===== src/rtl/dual_port_memory_arbiter.sv =====
// dual_port_memory_arbiter: shares one memory port between two requesters.
// Issues at most one command per cycle, holds reads behind in-flight writes
// to the same address, and routes read data back after READ_LATENCY.
// Optional macro DUAL_PORT_MEMORY_ARBITER_RR_EN selects round-robin
// arbitration; without it requester 0 has fixed priority.
module dual_port_memory_arbiter #(
  parameter int WIDTH         = 8,
  parameter int ADDR_WIDTH    = 3,
  parameter int READ_LATENCY  = 5,
  parameter int WRITE_LATENCY = 4
) (
  input  logic                  i_clk,
  input  logic                  i_rst,
  input  logic                  i_req_valid_0,
  input  logic                  i_req_valid_1,
  output logic                  o_req_ready_0,
  output logic                  o_req_ready_1,
  input  logic                  i_req_we_0,
  input  logic                  i_req_we_1,
  input  logic [ADDR_WIDTH-1:0] i_req_addr_0,
  input  logic [ADDR_WIDTH-1:0] i_req_addr_1,
  input  logic [WIDTH-1:0]      i_req_din_0,
  input  logic [WIDTH-1:0]      i_req_din_1,
  output logic                  o_rsp_valid_0,
  output logic                  o_rsp_valid_1,
  output logic [WIDTH-1:0]      o_rsp_dout_0,
  output logic [WIDTH-1:0]      o_rsp_dout_1,
  output logic                  o_mem_en,
  output logic                  o_mem_we,
  output logic [ADDR_WIDTH-1:0] o_mem_addr,
  output logic [WIDTH-1:0]      o_mem_din,
  input  logic [WIDTH-1:0]      i_mem_dout
);

  localparam int HZ_N  = WRITE_LATENCY + 1;
  localparam int TAG_N = READ_LATENCY + 1;

  logic [HZ_N-1:0]       hz_vld_q, hz_vld_d;
  logic [ADDR_WIDTH-1:0] hz_addr_q [HZ_N];
  logic [ADDR_WIDTH-1:0] hz_addr_d [HZ_N];
  logic [TAG_N-1:0]      tag_vld_q, tag_vld_d;
  logic [TAG_N-1:0]      tag_id_q, tag_id_d;

  logic                  mem_en_q, mem_en_d;
  logic                  mem_we_q, mem_we_d;
  logic                  mem_id_q, mem_id_d;
  logic [ADDR_WIDTH-1:0] mem_addr_q, mem_addr_d;
  logic [WIDTH-1:0]      mem_din_q, mem_din_d;

  logic                  rsp_valid_0_q, rsp_valid_0_d;
  logic                  rsp_valid_1_q, rsp_valid_1_d;
  logic [WIDTH-1:0]      rsp_dout_0_q, rsp_dout_0_d;
  logic [WIDTH-1:0]      rsp_dout_1_q, rsp_dout_1_d;

  logic                  haz_0, haz_1, elig_0, elig_1, gnt_0, gnt_1, acc;
  logic                  sel_we;
  logic [ADDR_WIDTH-1:0] sel_addr;
  logic [WIDTH-1:0]      sel_din;

  // A read is eligible only when no in-flight write targets its address.
  always_comb begin
    haz_0 = 1'b0;
    haz_1 = 1'b0;
    for (int i = 0; i < HZ_N; i++) begin
      if (hz_vld_q[i] && (hz_addr_q[i] == i_req_addr_0)) haz_0 = 1'b1;
      if (hz_vld_q[i] && (hz_addr_q[i] == i_req_addr_1)) haz_1 = 1'b1;
    end
    elig_0 = i_req_valid_0 && !i_rst && (i_req_we_0 || !haz_0);
    elig_1 = i_req_valid_1 && !i_rst && (i_req_we_1 || !haz_1);
  end

`ifdef DUAL_PORT_MEMORY_ARBITER_RR_EN
  logic last_q, last_d;

  // On a tie the requester that was not granted last wins.
  always_comb begin
    gnt_0  = 1'b0;
    gnt_1  = 1'b0;
    last_d = last_q;
    if (elig_0 && elig_1) begin
      gnt_0 = last_q;
      gnt_1 = !last_q;
    end else begin
      gnt_0 = elig_0;
      gnt_1 = elig_1;
    end
    if (gnt_0) last_d = 1'b0;
    else if (gnt_1) last_d = 1'b1;
  end

  // Last-granted register; reset to 1 so requester 0 wins the first tie.
  always_ff @(posedge i_clk) begin
    if (i_rst) last_q <= 1'b1;
    else       last_q <= last_d;
  end
`else
  // Fixed priority: requester 1 only when requester 0 cannot go.
  always_comb begin
    gnt_0 = elig_0;
    gnt_1 = elig_1 && !elig_0;
  end
`endif

  // Command mux, hazard/tag shift pipelines and response capture.
  always_comb begin
    acc      = gnt_0 || gnt_1;
    sel_we   = gnt_1 ? i_req_we_1   : i_req_we_0;
    sel_addr = gnt_1 ? i_req_addr_1 : i_req_addr_0;
    sel_din  = gnt_1 ? i_req_din_1  : i_req_din_0;

    mem_en_d   = acc;
    mem_we_d   = acc && sel_we;
    mem_id_d   = gnt_1;
    mem_addr_d = acc ? sel_addr : mem_addr_q;
    mem_din_d  = acc ? sel_din  : mem_din_q;

    hz_vld_d[0]  = acc && sel_we;
    hz_addr_d[0] = sel_addr;
    for (int i = 1; i < HZ_N; i++) begin
      hz_vld_d[i]  = hz_vld_q[i-1];
      hz_addr_d[i] = hz_addr_q[i-1];
    end

    // Tags start when the memory samples the read command.
    tag_vld_d[0] = mem_en_q && !mem_we_q;
    tag_id_d[0]  = mem_id_q;
    for (int i = 1; i < TAG_N; i++) begin
      tag_vld_d[i] = tag_vld_q[i-1];
      tag_id_d[i]  = tag_id_q[i-1];
    end

    rsp_valid_0_d = tag_vld_q[TAG_N-1] && !tag_id_q[TAG_N-1];
    rsp_valid_1_d = tag_vld_q[TAG_N-1] &&  tag_id_q[TAG_N-1];
    rsp_dout_0_d  = rsp_valid_0_d ? i_mem_dout : rsp_dout_0_q;
    rsp_dout_1_d  = rsp_valid_1_d ? i_mem_dout : rsp_dout_1_q;
  end

  // State registers; reset clears outputs and both pipelines.
  always_ff @(posedge i_clk) begin
    if (i_rst) begin
      hz_vld_q      <= '0;
      tag_vld_q     <= '0;
      tag_id_q      <= '0;
      mem_en_q      <= 1'b0;
      mem_we_q      <= 1'b0;
      mem_id_q      <= 1'b0;
      mem_addr_q    <= '0;
      mem_din_q     <= '0;
      rsp_valid_0_q <= 1'b0;
      rsp_valid_1_q <= 1'b0;
      rsp_dout_0_q  <= '0;
      rsp_dout_1_q  <= '0;
      for (int i = 0; i < HZ_N; i++) hz_addr_q[i] <= '0;
    end else begin
      hz_vld_q      <= hz_vld_d;
      tag_vld_q     <= tag_vld_d;
      tag_id_q      <= tag_id_d;
      mem_en_q      <= mem_en_d;
      mem_we_q      <= mem_we_d;
      mem_id_q      <= mem_id_d;
      mem_addr_q    <= mem_addr_d;
      mem_din_q     <= mem_din_d;
      rsp_valid_0_q <= rsp_valid_0_d;
      rsp_valid_1_q <= rsp_valid_1_d;
      rsp_dout_0_q  <= rsp_dout_0_d;
      rsp_dout_1_q  <= rsp_dout_1_d;
      for (int i = 0; i < HZ_N; i++) hz_addr_q[i] <= hz_addr_d[i];
    end
  end

  assign o_req_ready_0 = gnt_0;
  assign o_req_ready_1 = gnt_1;
  assign o_mem_en      = mem_en_q;
  assign o_mem_we      = mem_we_q;
  assign o_mem_addr    = mem_addr_q;
  assign o_mem_din     = mem_din_q;
  assign o_rsp_valid_0 = rsp_valid_0_q;
  assign o_rsp_valid_1 = rsp_valid_1_q;
  assign o_rsp_dout_0  = rsp_dout_0_q;
  assign o_rsp_dout_1  = rsp_dout_1_q;

endmodule


===== config.mk =====
export PLATFORM = sky130hd
export DESIGN_NAME = dual_port_memory_arbiter
export DESIGN_NICKNAME = d
export VERILOG_FILES = /design/src/rtl/dual_port_memory_arbiter.sv
export SDC_FILE = /design/constraint.sdc
export NUM_CORES = 1
export LEC_CHECK = 0
export BUFFER_PORTS_ARGS = -buffer_cell sky130_fd_sc_hd__buf_2
export CAP_MARGIN = 20
export CORE_MARGIN = 2
export CORE_UTILIZATION = 50
export CTS_BUF_LIST = sky130_fd_sc_hd__clkbuf_4
export CTS_CLUSTER_SIZE = 16
export DETAILED_ROUTE_END_ITERATION = 8
export GPL_TIMING_DRIVEN = 0
export PLACE_DENSITY = 0.81
export SYNTH_ARGS = -nofsm -noshare
export SYNTH_HDL_FRONTEND = slang
export SYNTH_SLANG_ARGS = --single-unit

===== constraint.sdc =====
create_clock -name i_clk -period 3.58 [get_ports i_clk]
set_clock_uncertainty 0.05 [all_clocks]
set_input_delay 0.358 -clock i_clk [delete_from_list [all_inputs] [get_ports i_clk]]
set_output_delay 0.358 -clock i_clk [all_outputs]
set_load 0.02 [all_outputs]

==> Yosys cells after proc, flatten, opt, wreduce, memory -nomap -nowiden <==
Memories as Yosys holds them, arrays and structs flattened.
Cells that the tools add are included.
{ "totals": {"memories": 1, "reg_bits": 49, "inputBits": 36, "wordCells": 77, "ram_bits": 15} }
{ "classes": {"n_reduce_logical": 28, "n_eq_ne": 10, "muxes": 21, "bitwise": 5} }
{ "memory_table": {"columns": ["name", "words", "width", "read_ports", "rd_clocked_by_memory_dff", "write_ports", "line_no", "source"], "rows": [
  ["hz_addr_q", 5, 3, 5, 0, 5, "39", "logic [ADDR_WIDTH-1:0] hz_addr_q [HZ_N];"]
]} }
{ "op_table": {"columns": ["op", "count"], "rows": [
  ["$eq A3 B3 Y1", 10],
  ["$logic_and A1 B1 Y1", 19],
  ["$mux W3", 6],
  ["$mux W1", 14],
  ["$mux W8", 1],
  ["$logic_not A1 Y1", 6],
  ["$or A1 B1 Y1", 5],
  ["$logic_or A1 B1 Y1", 3]
]} }

==> Depth between registers and ports, before layout <==
{ "depth": {"word_depth": 14, "depth_mapped": 8, "depth_no_buf": 6} }

==> Worst setup path before layout <==
No wires, ideal clock.
{ "synth_timing": {"path_type": "input to register", "startpoint": "input port i_req_addr_0[0]", "endpoint": "register mem_din_q[3], in the netlist o_mem_din[3]", "path_buffers": 2, "t_arrival_ns": 1.837, "setup_slack_ns": 1.570, "stages": 7, "path_cell_list": "buf_4 > xnor2_1 > nand4_1 > nand3b_1 > o32ai_4 > buf_6 > mux2_1"} }
{ "synth_between": {"elab_chain_cells": 13, "word_cells_on_any_way": 22, "cone_classes": "eq/ne: 5; mux: 6; reduce/logical: 11"} }
{ "synth_lines": {"columns": ["element", "line_no", "source"], "rows": [
  ["start, declared", "20", "input logic [ADDR_WIDTH-1:0] i_req_addr_0,"],
  ["$eq A3 B3 Y1", "65", "if (hz_vld_q[i] && (hz_addr_q[i] == i_req_addr_0)) haz_0 = 1'b1;"],
  ["$logic_and A1 B1 Y1", "65", null],
  ["$mux W1 (4 in series)", "65", null],
  ["$mux W1 *", "65", null],
  ["$logic_not A1 Y1 *", "68", "elig_0 = i_req_valid_0 && !i_rst && (i_req_we_0 || !haz_0);"],
  ["$logic_or A1 B1 Y1 *", "68", null],
  ["$logic_and A1 B1 Y1 *", "68", null],
  ["via o_req_ready_0", "16", "output logic o_req_ready_0,"],
  ["$logic_not A1 Y1", "100", "gnt_1 = elig_1 && !elig_0;"],
  ["$logic_and A1 B1 Y1", "100", null],
  ["$mux W8 or $logic_or A1 B1 Y1 (tied branches)", "109, 106", null],
  ["end signal, assigned", "162", "mem_din_q <= mem_din_d;"],
  ["end, declared", "48", "logic [WIDTH-1:0] mem_din_q, mem_din_d;"]
]} }
Mark *: on every way through the listed nets, which the timed path passes. The rest lies on a longest branch.
A chain may end at the register's enable or synchronous reset.

==> key figures <==
Status
  • Status: finished, final reports clean

Yosys
  • Synth Area in Simple Gates: 21.9%
  • Most common cell in the synthesized netlist: dfxtp_1
  • Ys async rst share: 0%
  • Yosys warns: 0
  • Synth top area share: a little under half
  • Top_reg_cell synth: dfxtp_1
  • Post-synthesis mux area share: around a tenth
  • Post-synthesis cell area: approximately 0.0026 sq mm
  • Most area-consuming cells after synthesis: dfxtp_1 48%, xnor2_1 9.9%, nor2b_1 9.5%, mux2_2 4.7%, nand2_1 4.3%
  • Synth top cells by count: 63 x dfxtp_1, 40 x nor2b_1, 30 x nand2_1, 30 x xnor2_1, 17 x a21oi_1
  • Post-synthesis cell type count: 29
  • Xor and xnor area share after synthesis: between 9 and 10%
  • Synthesized flop and latch total: 63
  • Area leader, netlist: dfxtp_1
  • Post-synthesis compound-gate area fraction: roughly 6.3%
  • Area share of fa/ha/maj cells after synthesis: 0%
  • Gate Count Post-Synth: approximately 270
  • EDFF count, synth: 0
  • Syn_area_per_cell: 9.88 sq um
  • Register area share after synthesis: about 48%
  • Largest family of logic cells by synthesized area: simple AND/OR/NAND/NOR gates
  • Synth Net Count: a little over 300

Cells and area
  • ANT cells: 0
  • Area of the multi-input gates: 0.00126 sq mm
  • # fillers: 470
  • Layout cells sized above 1: 30.7%
  • Total area of sequential cells: between 0.001 and 0.0015 sq mm
  • Finished Layout Cells: around 420
  • Layout area overhead: 21.9%
  • Nets: ~380

Timing
  • Sum of negative setup slack: 0 ps
  • Final setup viols: 0
  • Final min period: 2520 ps
  • Period utilization: 70.4%
  • Slew margin rel.: around three fifths
  • Final Hold Viols: 0
  • Unrepaired setup endpoints after global routing: false
  • Pins Over Slew Limit: 0
  • Final worst slack: around 1100 ps
  • Fmax: 0.397 GHz
  • Worst Max-Slew Pin Slew: 588 ps
  • WHS: roughly 110 ps

Setup path
  • CP Class: register to output port
  • Startpoint Class: register
  • CP startpoint: hz_addr_q[0][12]
  • R2r endpoint: o_mem_din[3]
  • Critical R2R Launch: hz_addr_q[0][12]
  • Worst-path fanout max: 10
  • Worst Setup End Kind: output port
  • Critical path arrival: 2110 ps
  • Worst Path Required: around 3200 ps
  • Worst r2r path cells: 6
  • Critical path endpoint: o_req_ready_0
  • R2r setup slk: roughly 1600 ps

Drt
  • WL/cell: 13.2 microns
  • Via/cell ratio: 5.06
  • Antenna-violating nets left: 0
  • Total number of vias: 2100
  • Drt total wl: ~5500 microns
  • DRT Pass-1 Iters: 4
  • Drc violations: 0
  • First DRT Iteration DRCs: 31

Clock tree
  • Post-CTS resize count: 0
  • Max Buffers Root-to-Sink: 2
  • Post-CTS Setup Inserts: 0
  • Hold Buf Count CTS: 0
  • CTS H-tree depth: 3
  • CTS root buf: clkbuf_4
  • # clock sinks: 63
  • CTS tree: built
  • Clock latency at the later pin of the worst-skew pair: between 300 and 400 ps
  • TritonCTS Buffers: 9
  • Clk slew on worst S/H paths: ~110 ps

GRT
  • Largest net degree at the start of global routing: 13
  • First-pass GRT wire length: a little over 9000 microns
  • Total track usage: between 10% and 20%
  • Gr ovfl total: 0
  • Number of global-route vias before repair: about 2000
  • Initial antenna violation count: 0

Power
  • Maximum vdd drop: 317 uV
  • Cell-internal power: around 1200 uW
  • Flop pwr share: between 40% and 50%
  • Sw Ratio: between 20 and 25%
  • Clock share of power: roughly 40%
  • Comb pwr share: 13.4%
  • Leak pwr: between 0.001 and 0.0015 uW
  • PwrDens: 490 mW/mm^2
  • Net Sw Power: about 390 uW

Floorplan
  • Std-Cell Rows: 26
  • Chip Height: 76.8 microns
  • Total Die Area: a little under 0.006 sq mm
  • IO Count: 69
  • Die span in x: around 77 microns
  • Starting density of the core: about half
  • Core area: roughly 0.0051 sq mm

Run
  • Max_cap viols: 0

Place
  • Pre-CTS WS: 1270 ps
  • Port bufs: 61
  • Placed instance count: between 300 and 400
  • DP Wirelength: a little over 4000 microns
  • GPL Wtd Cong: roughly 0.86

Min path
  • Min-Delay Path Class: primary input to register
## flip-flops by register name, summed over array words and instances, names as in the netlist
signal,count
o_mem_addr,3
tag_vld_q,6
mem_id_q,1
o_rsp_valid_0,1
o_mem_din,8
o_mem_en,1
hz_addr_q,15
o_rsp_dout_0,8
o_rsp_dout_1,8
tag_id_q,6
o_rsp_valid_1,1
hz_vld_q,5
## how the worst min path moves through the flow
| stage | from | slack [ps] | endpoint | depth (start not counted) |
|---|---|---|---|---|
| floorplan | mem_id_q | 360 | tag_id_q[0] | 1 |
| global placement | tag_vld_q[0] | 370 | tag_vld_q[1] | 1 |
| detailed placement | tag_id_q[4] | 370 | tag_id_q[5] | 1 |
| CTS | i_req_din_0[6] | 100 | o_mem_din[6] | 2 |
| global route | i_req_din_0[6] | 90 | o_mem_din[6] | 2 |
| finish | i_req_din_0[6] | 110 | o_mem_din[6] | 2 |
## worst max-delay path: stages (launching register included)
cell and delay (ps):
dfxtp_1 350, xnor2_1 130, nand4_1 120, nand3b_1 130, o32ai_4 590, buf_6 230
buf_2 170
## placed cells by master (no fill, tap or decap), drive strengths merged, types with 2 or more instances in the layout
master / synthesis / routed
a2111oi: 2 / 2
a21oi: 17 / 17
a221oi: 2 / 2
and3b: 2 / 2
buf: 11 / 72
bufinv: 0 / 3
clkbuf: 8 / 17
clkinv: 0 / 2
dfxtp: 63 / 63
inv: 4 / 5
mux2: 21 / 21
nand2: 30 / 30
nand2b: 2 / 2
nand3: 12 / 12
nand4: 10 / 10
nor2: 5 / 5
nor2b: 41 / 41
nor3: 2 / 2
xnor2: 30 / 30
## cell type report
type	count	area share, %
tap	70	2.71
sequential	63	39.1
timing repair buffer	61	9.46
buffer	19	3.33
clock inverter	7	3.72
clock buffer	9	2.09
inverter	4	0.465
multi-input combinational	182	39.1
## layer usage
layer | up-vias | wire length [microns] | track usage [%]
li1 | 1030 | - | -
met1 | 972 | 2400 | 23.0
met2 | 88 | 2570 | 33.0
met3 | 10 | 436 | 5.88
met4 | 0 | 61 | 7.64
met5 | - | 0 | 0
## logic make-up after synthesis
logic type,Yosys count
simple gates,107
flops,63
xor+xnor,30
compound gates,24
mux,21
buf+inv,23
## per-stage QoR
stage / instance area [sq um] / util [%] / power, uW
finish: 3230 / 63.2 / 1580
global route: 3230 / 63.2 / 1660
CTS: 3230 / 63.2 / 1600
detailed placement: 3040 / 59.5 / 980
global placement: 3040 / 59.5 / 973
floorplan: 2650 / - / 917
## power by group through the flow
stage,Sequential [uW],Combinational (uW),Clock (uW)
floorplan,789,128,0
global placement,767,207,0
detailed placement,768,212,0
CTS,752,213,631
global route,757,229,670
finish,752,212,618
Power figures use the tool's default switching activity.
